<file path="src/rtl/nway_plru_cru_pkg.sv">
// Shared sizing helpers and tree-vector type for the tree-PLRU replacement unit.
package cru_pkg;

  localparam int unsigned DEF_WAYS = 4;

  // One set's PLRU tree at the default associativity (NUM_WAYS-1 heap-indexed node bits).
  typedef logic [DEF_WAYS-2:0] plru_vec_t;

  function automatic int unsigned offset_size(int unsigned block_size);
    return $clog2(block_size / 8);
  endfunction

  function automatic int unsigned set_size(int unsigned num_sets);
    return $clog2(num_sets);
  endfunction

  function automatic int unsigned way_size(int unsigned num_ways);
    return $clog2(num_ways);
  endfunction

  // Depth of heap node n (root is depth 0).
  function automatic int unsigned node_level(int unsigned node);
    return $clog2(node + 2) - 1;
  endfunction

endpackage

</file>
<file path="src/rtl/nway_plru_cru_if.sv">
// Lookup/update bus between a cache controller and the PLRU replacement unit.
interface nway_plru_cru_if
  import cru_pkg::*;
#(
  parameter int unsigned ADDR_SIZE = 32,
  parameter int unsigned NUM_WAYS  = 4
);
  localparam int unsigned WAY_SIZE = way_size(NUM_WAYS);

  logic [ADDR_SIZE-1:0] addr;
  logic [NUM_WAYS-1:0]  valid_ways;
  logic                 access;
  logic [WAY_SIZE-1:0]  hit_way;
  logic                 replace;
  logic [WAY_SIZE-1:0]  victim_way;
  logic                 victim_from_invalid;

  modport master (
    output addr, valid_ways, access, hit_way, replace,
    input  victim_way, victim_from_invalid
  );

  modport slave (
    input  addr, valid_ways, access, hit_way, replace,
    output victim_way, victim_from_invalid
  );
endinterface

</file>
<file path="src/rtl/nway_plru_cru_plru_tree.sv">
// Victim selection and touch next-state for a single set's tree-PLRU vector.
module plru_tree
  import cru_pkg::*;
#(
  parameter  int unsigned NUM_WAYS = 4,
  localparam int unsigned WAY_SIZE = way_size(NUM_WAYS)
) (
  input  logic [NUM_WAYS-2:0] tree,
  input  logic [NUM_WAYS-1:0] valid_ways,
  input  logic                touch_en,
  input  logic [WAY_SIZE-1:0] touch_way,
  output logic [WAY_SIZE-1:0] victim_c,
  output logic                from_invalid_c,
  output logic [NUM_WAYS-2:0] tree_next_c
);

  logic [NUM_WAYS-1:0] leaf_hit;

  // A leaf is the PLRU victim when every node on its path points toward it.
  for (genvar v = 0; v < NUM_WAYS; v++) begin : g_leaf
    logic [WAY_SIZE-1:0] dir_ok;
    for (genvar l = 0; l < WAY_SIZE; l++) begin : g_lvl
      localparam int unsigned NODE = (1 << l) - 1 + (v >> (WAY_SIZE - l));
      localparam logic        DIR  = 1'((v >> (WAY_SIZE - 1 - l)) & 1);
      assign dir_ok[l] = (tree[NODE] == DIR);
    end
    assign leaf_hit[v] = &dir_ok;
  end

  // Lowest invalid way overrides the tree walk.
  always_comb begin
    victim_c       = '0;
    from_invalid_c = 1'b0;
    for (int i = 0; i < NUM_WAYS; i++) begin
      if (leaf_hit[i]) victim_c = WAY_SIZE'(i);
    end
    for (int i = NUM_WAYS - 1; i >= 0; i--) begin
      if (!valid_ways[i]) begin
        victim_c       = WAY_SIZE'(i);
        from_invalid_c = 1'b1;
      end
    end
  end

  // Nodes on the touched way's path flip to point away from it.
  for (genvar n = 0; n < NUM_WAYS - 1; n++) begin : g_node
    localparam int unsigned LVL = node_level(n);
    localparam int unsigned POS = n + 1 - (1 << LVL);
    logic on_path;
    assign on_path        = touch_en && ((touch_way >> (WAY_SIZE - LVL)) == WAY_SIZE'(POS));
    assign tree_next_c[n] = on_path ? ~touch_way[WAY_SIZE-1-LVL] : tree[n];
  end

endmodule

</file>
<file path="src/rtl/nway_plru_cru.sv">
// N-way tree-PLRU replacement unit: per-set PLRU flops, combinational victim, touch on hit/refill.
module nway_plru_cru
  import cru_pkg::*;
#(
  parameter int unsigned ADDR_SIZE  = 32,
  parameter int unsigned NUM_SETS   = 16,
  parameter int unsigned BLOCK_SIZE = 32,
  parameter int unsigned NUM_WAYS   = 4
) (
  input  logic            clk,
  input  logic            rst,
  nway_plru_cru_if.slave  bus
);

  localparam int unsigned OFFSET_SIZE = offset_size(BLOCK_SIZE);
  localparam int unsigned SET_SIZE    = set_size(NUM_SETS);
  localparam int unsigned WAY_SIZE    = way_size(NUM_WAYS);

  // Flop array so every set can be cleared in a single reset cycle.
  logic [NUM_WAYS-2:0] plru_q [NUM_SETS];

  logic [SET_SIZE-1:0] set_idx;
  logic [NUM_WAYS-2:0] tree_cur;
  logic [NUM_WAYS-2:0] tree_next;
  logic [WAY_SIZE-1:0] victim;
  logic                from_invalid;
  logic                touch_en;
  logic [WAY_SIZE-1:0] touch_way;
  logic                unused_addr;

  assign set_idx     = bus.addr[OFFSET_SIZE +: SET_SIZE];
  assign tree_cur    = plru_q[set_idx];
  assign unused_addr = ^bus.addr;

  // A refill touches the victim it just consumed and drops any concurrent hit.
  assign touch_en  = bus.access | bus.replace;
  assign touch_way = bus.replace ? victim : bus.hit_way;

  plru_tree #(
    .NUM_WAYS (NUM_WAYS)
  ) u_plru_tree (
    .tree           (tree_cur),
    .valid_ways     (bus.valid_ways),
    .touch_en       (touch_en),
    .touch_way      (touch_way),
    .victim_c       (victim),
    .from_invalid_c (from_invalid),
    .tree_next_c    (tree_next)
  );

  assign bus.victim_way          = victim;
  assign bus.victim_from_invalid = from_invalid;

  always_ff @(posedge clk) begin
    if (rst) begin
      for (int s = 0; s < NUM_SETS; s++) plru_q[s] <= '0;
    end else if (touch_en) begin
      plru_q[set_idx] <= tree_next;
    end
  end

endmodule

</file>
<file path="src/flat_wrapper.sv">
// flat-port wrapper written by rule: the top's interface ports become plain ports
module nway_plru_cru_flat import cru_pkg::*;
#(
  parameter int unsigned ADDR_SIZE  = 32,
  parameter int unsigned NUM_SETS   = 16,
  parameter int unsigned BLOCK_SIZE = 32,
  parameter int unsigned NUM_WAYS   = 4
)
  (clk, rst, bus_addr, bus_valid_ways, bus_access, bus_hit_way, bus_replace, bus_victim_way, bus_victim_from_invalid);
  nway_plru_cru_if #(.ADDR_SIZE(ADDR_SIZE), .NUM_WAYS(NUM_WAYS)) bus_i ();
  input  logic clk;
  input  logic rst;
  input wire logic [$bits(bus_i.addr)-1:0] bus_addr;
  input wire logic [$bits(bus_i.valid_ways)-1:0] bus_valid_ways;
  input wire logic [$bits(bus_i.access)-1:0] bus_access;
  input wire logic [$bits(bus_i.hit_way)-1:0] bus_hit_way;
  input wire logic [$bits(bus_i.replace)-1:0] bus_replace;
  output wire logic [$bits(bus_i.victim_way)-1:0] bus_victim_way;
  output wire logic [$bits(bus_i.victim_from_invalid)-1:0] bus_victim_from_invalid;
  assign bus_i.addr = bus_addr;
  assign bus_i.valid_ways = bus_valid_ways;
  assign bus_i.access = bus_access;
  assign bus_i.hit_way = bus_hit_way;
  assign bus_i.replace = bus_replace;
  assign bus_victim_way = bus_i.victim_way;
  assign bus_victim_from_invalid = bus_i.victim_from_invalid;
  nway_plru_cru #(.ADDR_SIZE(ADDR_SIZE), .NUM_SETS(NUM_SETS), .BLOCK_SIZE(BLOCK_SIZE), .NUM_WAYS(NUM_WAYS)) u_core (.clk(clk), .rst(rst), .bus(bus_i));
endmodule
</file>
<file path="config.mk">
export PLATFORM = sky130hd
export DESIGN_NAME = nway_plru_cru_flat
export DESIGN_NICKNAME = d
export VERILOG_FILES = /design/src/rtl/nway_plru_cru_pkg.sv /design/src/rtl/nway_plru_cru_if.sv /design/src/rtl/nway_plru_cru_plru_tree.sv /design/src/rtl/nway_plru_cru.sv /design/src/flat_wrapper.sv
export SDC_FILE = /design/constraint.sdc
export NUM_CORES = 1
export LEC_CHECK = 0
export CORE_MARGIN = 1.5
export CORE_UTILIZATION = 43
export DETAILED_ROUTE_END_ITERATION = 12
export PLACE_DENSITY_LB_ADDON = 0.25
export SLEW_MARGIN = 15
export SYNTH_ARGS = -nofsm -noshare
export SYNTH_HDL_FRONTEND = slang
export SYNTH_SLANG_ARGS = --single-unit
</file>
<file path="constraint.sdc">
create_clock -name clk -period 3.8 [get_ports clk]
set_input_delay 0.57 -clock clk [delete_from_list [all_inputs] [get_ports clk]]
set_output_delay 0.57 -clock clk [all_outputs]
set_load 0.1 [all_outputs]
</file>
==> flow_metrics.tcl <==
set metrics [dict create \
    outcome "completed" \
    syn-mean-instance-area_sq_um 12.9 \
    io_buffers 16 \
    viasPerCell 5.65 \
    dpl-instance-area_sq_um 2990 \
    synth.ff_latch_count 48 \
    post_cts_buffers 0 \
    hold_ws_ps 1260 \
    fin_skew_ps 4.52 \
    min_path_type "input pin to flip-flop" \
    wl_met3_microns 334 \
    fill_cells 535 \
    place_congestion 0.783 \
    cts_resized 0 \
    finalCritPeriodShare_pct 93.2 \
    cpLargestDelayFamily "buffers and inverters" \
    num-nets-final 274 \
    drv_cap 0 \
    vias 1739 \
    powerDensity_nw_per_um2 418 \
    cp_cell_sequence "clkdlybuf4s50_1 -> mux4_2 -> a2bb2oi_1 -> a22o_1 -> mux2i_4 -> nand3_1 -> and2_1 -> buf_12" \
    cts_tree "built" \
    cts_num_sinks 48 \
    slowest_stage "clkdlybuf4s50_1" \
    async_flop_share_pct 0 \
    syn_inst 213 \
    clk_pin_slew_worst_paths_ps 90 \
    dp_hpwl_microns 4180 \
    clk_path_buf_depth 2 \
    setup_tns_ps 0 \
    reg_top3 "u_core.plru_q (48)" \
    critPathMaxFanout 6 \
    diodes 0 \
    wl_met2_microns 2910 \
    slew_headroom_pct 38.0 \
    track_usage_pct 18.3 \
    firstDrtPassIters 4 \
    clock_latency_ps 300 \
    layout_common_cells "edfxtp_1 (48), nand2_1 (23), nor2_1 (21), nand2b_1 (18), clkdlybuf4s50_1 (13)" \
    yosys_warnings 0 \
    die_w_microns 82.9 \
    endpoint_kind "primary output" \
    synth.top_cell.area_share_pct 52.5 \
    top_register "u_core.plru_q" \
    synth_top_cell_by_area "edfxtp_1" \
    dieArea_sq_um 6880 \
    die_y_microns 82.9 \
    routedWlPerCell_microns 19.5 \
    crit_path_max_incr_delay_ps 750 \
    grt_max_degree 21 \
    power_mw 1.32 \
    htreeDepth 2 \
    p_leak_nw 1.09 \
    critPathLaunchType "input pin" \
    cp_data_arrival_time_ps 2970 \
    cts-hold-fix-buffers 0 \
    grt_antenna_before_repair 0 \
    max-vdd-ir-drop_mv 0.194 \
    crit_required_ps 3230 \
    drv_slew 0 \
    fin_area_sq_um 3150 \
    top_layer_used "met4" \
    wl_microns 6020 \
    grt_pass1_vias 1776 \
    fmax_ghz 0.282 \
    core_sq_um 6060 \
    drt-initial-drc-count 90 \
    grt-ovfl-total 0 \
    ys_seq_area_share_pct 52.5 \
    area_delta_synth_final_pct 14.8 \
    num_rows 28 \
    synth_cell_types 45 \
    cts_root_buf "clkbuf_8" \
    drive_gt1_share_pct 26.6 \
    cts_inserted_buffers 5 \
    path_class "input pin to primary output" \
    setup_viol 0 \
    drc 0 \
    ant_nets 0 \
    syn-cell-area_sq_um 2750 \
    crit_buf_inv 2 \
    synth_edf_count 48 \
    layout_commonest_cell "edfxtp_1" \
    synth_area_leaders "edfxtp_1 (52%), mux4_2 (4.9%), nor3b_2 (4.6%)" \
    io_pins 45 \
    period_minus_slack_ps 3540 \
    setup_ws_ps 257 \
    rsz0062_at_grt "no" \
    drt-met1-wl_microns 2620 \
    largest_reg_flops 48 \
    syn_nets 255 \
    dp_slack_ps 178 \
    grt_pass1_wl_microns 9730 \
    ys.flop_type "edfxtp_1" \
    start_util_pct 45.3 \
    tightest_slew_ps 931 \
    hold_violations 0 \
]
[cell usage after synthesis, types with 3 or more instances]
library cell and number:
nor3_2 10, nor3b_2 10, nor3_1 6, mux2_2 3
mux2i_1 5, nand2b_1 18, edfxtp_1 48, nand3_1 3
buf_6 6, o22ai_1 3, clkbuf_1 3, nor2_1 21
nor3b_1 7, a2bb2oi_1 3, nand2_1 23, mux4_2 6
[logic make-up (layout without fill, tap and decap cells)]
| logic type | after synthesis | count (layout) | share of synthesized area, % |
|---|---|---|---|
| AOI/OAI and AO/OA | 22 | 22 | 7.19 |
| buffers and inverters | 17 | 37 | 4.96 |
| DFF | 48 | 48 | 52.5 |
| muxes | 17 | 17 | 10.7 |
| and+or+nand+nor | 109 | 109 | 24.7 |
[stage by stage]
step	instances	utilization, %
6_report	308	52.0
5_1_grt	308	52.0
4_1_cts	308	52.0
3_5_place_dp	300	49.4
3_3_place_gp	300	49.4
2_1_floorplan	213	-
[final timing paths]
check                       startpoint                  end  slack [ps]  cells past startpoint
setup reg to reg   u_core.plru_q[4][1]  u_core.plru_q[6][1]        1250                      6
setup / recovery           bus_addr[3]    bus_victim_way[0]         260                      8
hold / removal                     rst  u_core.plru_q[0][2]        1260                      3
hold reg to reg   u_core.plru_q[13][0]  u_core.plru_q[1][0]        1380                      7
[per-layer routing]
metal | vias up | GRT usage [%]
li1 | 826 | -
met1 | 836 | 25.9
met2 | 63 | 29.5
met3 | 14 | 1.89
met4 | 0 | 6.52
met5 | - | 0
[area by class of cell]
type,count,area [sq um],share of cell area [%]
Clock buffer,5,68.8,2.18
Multi-Input combinational cell,148,1170,37.1
Timing Repair Buffer,26,278,8.81
Sequential cell,48,1440,45.7
Tap cell,75,93.8,2.98
Clock inverter,3,90.1,2.86
Inverter,3,11.3,0.357
[worst register-to-register path, stage by stage (launching register included)]
cell and delay (ps):
edfxtp_1 390, mux4_2 480, o22ai_1 200, o22ai_1 160, o21ai_1 150, and2_1 750, nor3_1 140
[report_power, final]
| part | total, mW | internal (mW) | switching (mW) |
|---|---|---|---|
| Combinational | 0.200 | 0.0846 | 0.115 |
| Clock | 0.506 | 0.329 | 0.177 |
| Sequential | 0.612 | 0.604 | 0.00784 |
| Total | 1.32 | 1.02 | 0.300 |
Note: power is estimated with default switching activity, not from simulation.
